===== config.mk =====
export PLATFORM = sky130hd
export DESIGN_NAME = hazard_ctrl
export DESIGN_NICKNAME = d
export VERILOG_FILES = /design/src/rtl/mips_pkg.sv /design/src/rtl/md_scheduler.sv /design/src/rtl/hazard_ctrl.sv
export SDC_FILE = /design/constraint.sdc
export NUM_CORES = 1
export LEC_CHECK = 0
export CORE_MARGIN = 2
export CORE_UTILIZATION = 34
export DETAILED_ROUTE_END_ITERATION = 16
export GPL_ROUTABILITY_DRIVEN = 0
export PLACE_DENSITY = 0.76
export RECOVER_POWER = 50
export SKIP_LAST_GASP = 1
export SYNTH_ARGS = -nofsm -noshare
export SYNTH_HDL_FRONTEND = slang
export SYNTH_SLANG_ARGS = --single-unit
export TNS_END_PERCENT = 10

===== constraint.sdc =====
create_clock -name clk -period 2.5 [get_ports clk]
set_clock_uncertainty 0.2 [all_clocks]
set_input_delay 0.5 -clock clk [delete_from_list [all_inputs] [get_ports clk]]
set_output_delay 0.5 -clock clk [all_outputs]
set_load 0.02 [all_outputs]

===== src/rtl/mips_pkg.sv =====
// Shared MIPS decode constants and the MULT/DIV scheduler state encoding.
package mips_pkg;

  localparam logic [5:0] R_TYPE = 6'h00;
  localparam logic [5:0] BEQ    = 6'h04;
  localparam logic [5:0] ADDI   = 6'h08;
  localparam logic [5:0] SLTI   = 6'h0A;
  localparam logic [5:0] ANDI   = 6'h0C;
  localparam logic [5:0] ORI    = 6'h0D;
  localparam logic [5:0] XORI   = 6'h0E;
  localparam logic [5:0] LUI    = 6'h0F;
  localparam logic [5:0] LW     = 6'h23;
  localparam logic [5:0] SW     = 6'h2B;

  localparam logic [5:0] MFHI   = 6'h10;
  localparam logic [5:0] MFLO   = 6'h12;
  localparam logic [5:0] MULT   = 6'h18;
  localparam logic [5:0] MULTU  = 6'h19;
  localparam logic [5:0] DIV    = 6'h1A;
  localparam logic [5:0] DIVU   = 6'h1B;

  typedef enum logic {
    IDLE = 1'b0,
    BUSY = 1'b1
  } md_state_t;

  // Logical immediates are zero-extended; everything else sign-extends.
  function automatic logic op_sign_ext(input logic [5:0] op);
    return !(op == ANDI || op == ORI || op == XORI || op == LUI);
  endfunction

endpackage


===== src/rtl/md_scheduler.sv =====
// Occupancy tracker for the shared multi-cycle MULT/DIV unit: IDLE/BUSY FSM,
// latency countdown, busy flag and registered done pulse.
module md_scheduler
  import mips_pkg::*;
#(
  parameter int unsigned MUL_LAT = 4,
  parameter int unsigned DIV_LAT = 32,
  parameter int unsigned CNT_W   = 6
) (
  input  logic clk,
  input  logic rst_n,
  input  logic start,
  input  logic sel_div,
  output logic busy,
  output logic done
);

  md_state_t        state, state_nxt;
  logic [CNT_W-1:0] cnt, cnt_nxt;
  logic             done_nxt;

  always_ff @(posedge clk) begin
    if (!rst_n) begin
      state <= IDLE;
      cnt   <= '0;
      done  <= 1'b0;
    end else begin
      state <= state_nxt;
      cnt   <= cnt_nxt;
      done  <= done_nxt;
    end
  end

  always_comb begin
    state_nxt = state;
    cnt_nxt   = cnt;
    done_nxt  = 1'b0;
    unique case (state)
      IDLE: begin
        if (start) begin
          state_nxt = BUSY;
          cnt_nxt   = sel_div ? CNT_W'(DIV_LAT - 1) : CNT_W'(MUL_LAT - 1);
        end
      end
      BUSY: begin
        if (cnt == '0) begin
          state_nxt = IDLE;
          done_nxt  = 1'b1;
        end else begin
          cnt_nxt = cnt - 1'b1;
        end
      end
      default: state_nxt = IDLE;
    endcase
  end

  // Busy drops immediately while reset is held so a held MFHI/MFLO is released.
  assign busy = rst_n && (state == BUSY);

endmodule


===== src/rtl/hazard_ctrl.sv =====
// ID-stage pipeline sequencer: immediate extension select, load-use and MULT/DIV
// stalls, branch flushes. Optional counters under HAZARD_PERF_EN.
module hazard_ctrl
  import mips_pkg::*;
#(
  parameter int unsigned MUL_LAT = 4,
  parameter int unsigned DIV_LAT = 32,
  parameter int unsigned CNT_W   = 6
) (
  input  logic        clk,
  input  logic        rst_n,
  input  logic [5:0]  id_op,
  input  logic [5:0]  id_funct,
  input  logic [4:0]  id_rs,
  input  logic [4:0]  id_rt,
  input  logic        ex_memread,
  input  logic [4:0]  ex_rt,
  input  logic        ex_branch_taken,
  output logic        pc_we,
  output logic        ifid_we,
  output logic        ifid_flush,
  output logic        idex_flush,
  output logic        ext_sign,
  output logic        md_start,
  output logic        md_busy,
`ifdef HAZARD_PERF_EN
  output logic [31:0] perf_stall_cnt,
  output logic [31:0] perf_flush_cnt,
`endif
  output logic        md_done
);

  logic is_rtype, is_md, is_mf, uses_rt;
  logic load_use, md_stall;

  assign is_rtype = (id_op == R_TYPE);
  assign is_md    = is_rtype && (id_funct == MULT || id_funct == MULTU ||
                                 id_funct == DIV  || id_funct == DIVU);
  assign is_mf    = is_rtype && (id_funct == MFHI || id_funct == MFLO);
  assign uses_rt  = is_rtype || (id_op == BEQ) || (id_op == SW);

  assign ext_sign = op_sign_ext(id_op);

  assign load_use = ex_memread && (ex_rt != '0) &&
                    ((ex_rt == id_rs) || (uses_rt && (ex_rt == id_rt)));
  assign md_stall = (is_mf || is_md) && md_busy;

  // md_busy already gates on BUSY, so !md_busy doubles as "scheduler idle".
  assign md_start = rst_n && is_md && !md_busy && !ex_branch_taken && !load_use;

  md_scheduler #(
    .MUL_LAT (MUL_LAT),
    .DIV_LAT (DIV_LAT),
    .CNT_W   (CNT_W)
  ) u_md_scheduler (
    .clk     (clk),
    .rst_n   (rst_n),
    .start   (md_start),
    .sel_div (id_funct[1]),
    .busy    (md_busy),
    .done    (md_done)
  );

  always_comb begin
    pc_we      = 1'b1;
    ifid_we    = 1'b1;
    ifid_flush = 1'b0;
    idex_flush = 1'b0;
    if (!rst_n) begin
      pc_we      = 1'b0;
      ifid_we    = 1'b0;
      ifid_flush = 1'b1;
      idex_flush = 1'b1;
    end else if (ex_branch_taken) begin
      ifid_flush = 1'b1;
      idex_flush = 1'b1;
    end else if (load_use || md_stall) begin
      pc_we      = 1'b0;
      ifid_we    = 1'b0;
      idex_flush = 1'b1;
    end
  end

`ifdef HAZARD_PERF_EN
  always_ff @(posedge clk) begin
    if (!rst_n) begin
      perf_stall_cnt <= '0;
      perf_flush_cnt <= '0;
    end else begin
      if (!pc_we && perf_stall_cnt != '1)
        perf_stall_cnt <= perf_stall_cnt + 1'b1;
      if (ex_branch_taken && perf_flush_cnt != '1)
        perf_flush_cnt <= perf_flush_cnt + 1'b1;
    end
  end
`endif

endmodule


==> results.md, run 1 <==
* Status: complete, but fails checks
* Violated checks: setup timing
* Final Hold Viols at 0
* Area leader, netlist: dfxtp_1
* TritonCTS buffer count at 3
* Final setup fails at 4
* Row count at 16
* Unique masters post-synth at 38
* Total track usage at 18.46%
* Largest net degree at the start of global routing at 10
* Antenna Nets Post-Route at 0
* DP Worst Slack at -1.141 ns
* Syn Inst Count at 85
* Filler cell count at around 170
* Vias in the first global route at 874
* Clock tree buffer depth at 2
* Clock-pin slew on the worst setup and hold paths at 0.05 ns
* Area growth, synth to finish at 95.99%
* Antenna violations before repair at 0
* Critical Path RT at 1.80 ns
* Total Wirelength at between 2 and 2.5 mm
* Top FF cell, synth: dfxtp_1
* Initial core utilization at around 35%
* Setup crit end kind: output port
* Wire length per cell at 12.36 um
* CTS sink cnt at 8
* First-pass GRT wire length at 3.470 mm
* Pre-Repair DR Iteration Count at 4
* PwrDens at 259.9 nW/um^2
* Mapped Nets at 117
* Post-synthesis sequential area ratio at 23.32%
* H-tree depth at 1
* Worst-Margin Slew at between 0.3 and 0.4 ns
* Max FO, Critical Path at 2
* Via count at slightly below 900
* DIE AREA at 2396 um^2
* Post-synth EDFFs at 0
* Core ar. at 1942 um^2
* CTS tree: done
* Share of cells above drive strength 1 at 31.97%
* Slowest stage delay, CP at around 0.55 ns
* Via/cell ratio at between 5 and 6
* Bufs and invs on worst path at 3
* I/O Buffers at 38
* Die Wd at around 50 um
* Mapped cell area at slightly below 700 um^2
* # diodes at 0
* Die height at 48.95 um
* Net count reported at finish at 181
* Post-Syn Area per Cell at 8.081 um^2
* CTS Hold Bufs at 0
* Sw frac at between 20% and 30%
* Clock power frac at 29.2%
* Ys Warns at 0
* Max_cap viols at 0
* Post-synth top area share at 23.32%
* Worst setup SP type: primary input
* Worst rel slew slack at 76.96%
* Worst-path cell chain: buf_6 -> or4_4 -> o21ai_4 -> nor4b_4 -> or4_4 -> inv_4 -> buf_6
* Sw Pwr at a little over 0.00009 W
* Family with the most delay on the worst path: simple AND/OR/NAND/NOR gates
* Period utilisation layout at 112.9%
* Critical path class: primary input to output port
* Finished Layout Cells at 174
* Part of the power in registers at 36.5%
* Flops & latches, synth at 8
* Comb power frac at 34.3%
* Tmin final at 2.823 ns
* Post-synth ARST share at 0%
* Residual DRC at 0
* IO Count at 39
* RSZ-0062 raised after global routing: yes
* Fmax at 354.3 MHz
* Final setup margin at -0.3226 ns
* Hpwl dp at 1.741 mm
* Area contributors post-synth: dfxtp_1, xnor2_1, xor2_1
* Critical Path AT at 2.12 ns
* Clock network latency to the later pin of the worst-skew pair at approximately 0.26 ns
* LEAKAGE at ~0.6 nW
* Cell-internal power at around 0.00026 W
* 1st-iter DRT viols at 5
* Slew Viols, Final at 0
* Max rail drop VDD at about 0.00017 V
* Worst path slowest cell: or4_4
* Hold Path Class: flop to flop
* Total gr overflow at 0
* CTS root buf: clkbuf_4
* Placed insts at 169
==> through the flow <==
stage	utilization, %	power [W]	area [um^2]	hold WS (ns)	setup TNS [ns]
floorplan	-	0.0001633	696.9	0.2660	-0.2094
global placement	64.76	0.0002433	1257	0.2870	-6.732
detailed placement	64.76	0.0002458	1257	0.3219	-7.321
CTS	68.56	0.0003509	1331	0.3350	-1.583
global route	69.33	0.0003639	1346	0.3679	-1.534
finish	69.33	0.0003499	1346	0.3227	-1.213
==> per-layer routing <==
metal  track usage [%]  part of all wire [%]  up-vias
li1                  -                     -      443
met1             17.64                    38      400
met2             37.67                    53       39
met3             3.681                   8.0        5
met4             7.143                   1.7        0
met5                 0                     0        -
==> synth_stat cells (all sizes together), types with 3 or more instances <==
library cell / n
nor3: 4
o21ai: 6
inv: 7
nor2: 4
nand2: 3
dfxtp: 8
or4: 3
xnor2: 7
nor4b: 3
nand3: 3
xor2: 4
==> power by group through the flow <==
stage               clock network, W  logic [W]  registers [W]
floorplan                          0  0.0000329       0.000130
global placement                   0   0.000113       0.000130
detailed placement                 0   0.000115       0.000130
CTS                         0.000104   0.000119       0.000128
global route                0.000108   0.000128       0.000128
finish                      0.000102   0.000120       0.000128
==> cells by family (layout without fill, tap and decap cells) <==
family	count (synthesis)	count (layout)	share of synthesized area, %
and+or+nand+nor	37	37	34.43
AOI/OAI and AO/OA	17	17	18.03
xor gates and xnor gates	11	11	14.03
buffers and inverters	9	71	5.465
DFF	8	8	23.31
muxes	2	2	2.915
adders and majority gates	1	1	1.821
==> tightest hold or removal path: cells and delay by family, from the launching register on <==
family | cells | cell delay (ns)
flops | 1 | 0.33
buf+inv | 1 | 0.08
compound gates | 1 | 0.07
==> registers in the layout, indices dropped and copies added (netlist names) <==
register / flops
u_md_scheduler.cnt: 6
u_md_scheduler.done: 1
u_md_scheduler.state: 1
==> cell type report <==
cell class	count	area, um^2	share of cell area [%]
clock buffer	3	22.52	1.673
inverter	7	28.78	2.138
multi-input combinational	68	564.3	41.91
sequential	8	160.2	11.90
tap	27	33.78	2.509
timing repair buffer	61	536.8	39.87
==> cells in the final DEF (no fill, tap or decap), types with 2 or more instances in the layout <==
cell type        instances
dfxtp_1                  8
xnor2_1                  7
a221o_1                  2
clkbuf_4                 3
nor4b_1                  2
dlygate4sd3_1            2
xor2_1                   4
or3_1                    2
nor2_1                   3
buf_4                   25
nand2_1                  3
nor3_1                   2
o31ai_1                  2
buf_6                    3
and3b_1                  2
o21ai_0                  5
a31oi_1                  2
inv_1                    6
nand3_1                  3
dlymetal6s2s_1           2
or4_4                    2
buf_2                    2
clkdlybuf4s50_1         18
dlygate4sd2_1            8
==> path summary, 6_finish.rpt <==
kind                            slack [ns]  cells past startpoint                  start               endpoint
worst max-delay path                 -0.32                      7               ex_rt[4]               md_start
worst min-delay path                  0.32                      2  u_md_scheduler.cnt[1]  u_md_scheduler.cnt[1]
worst max register to register        0.37                      7  u_md_scheduler.cnt[0]  u_md_scheduler.cnt[5]
worst min register to register        0.32                      2  u_md_scheduler.cnt[1]  u_md_scheduler.cnt[1]
==> timing repair <==
| item | in CTS | in global routing |
|---|---|---|
| hold endpoints to repair | 0 | 0 |
| pin swaps | 8 | 6 |
| gates resized for setup | 54 | 4 |
| gates cloned | 0 | 0 |
| endpoints found under the setup margin | 13 | 7 |
| buffers inserted | 2 | 0 |
(Power assumes the default switching activity.)
==> run 2, diff against run 1 <==
- SETUP_SLACK_MARGIN: not set -> 0.1
==> results of run 2 <==
Final layout, timing and power as in run 1 (identical DEF).
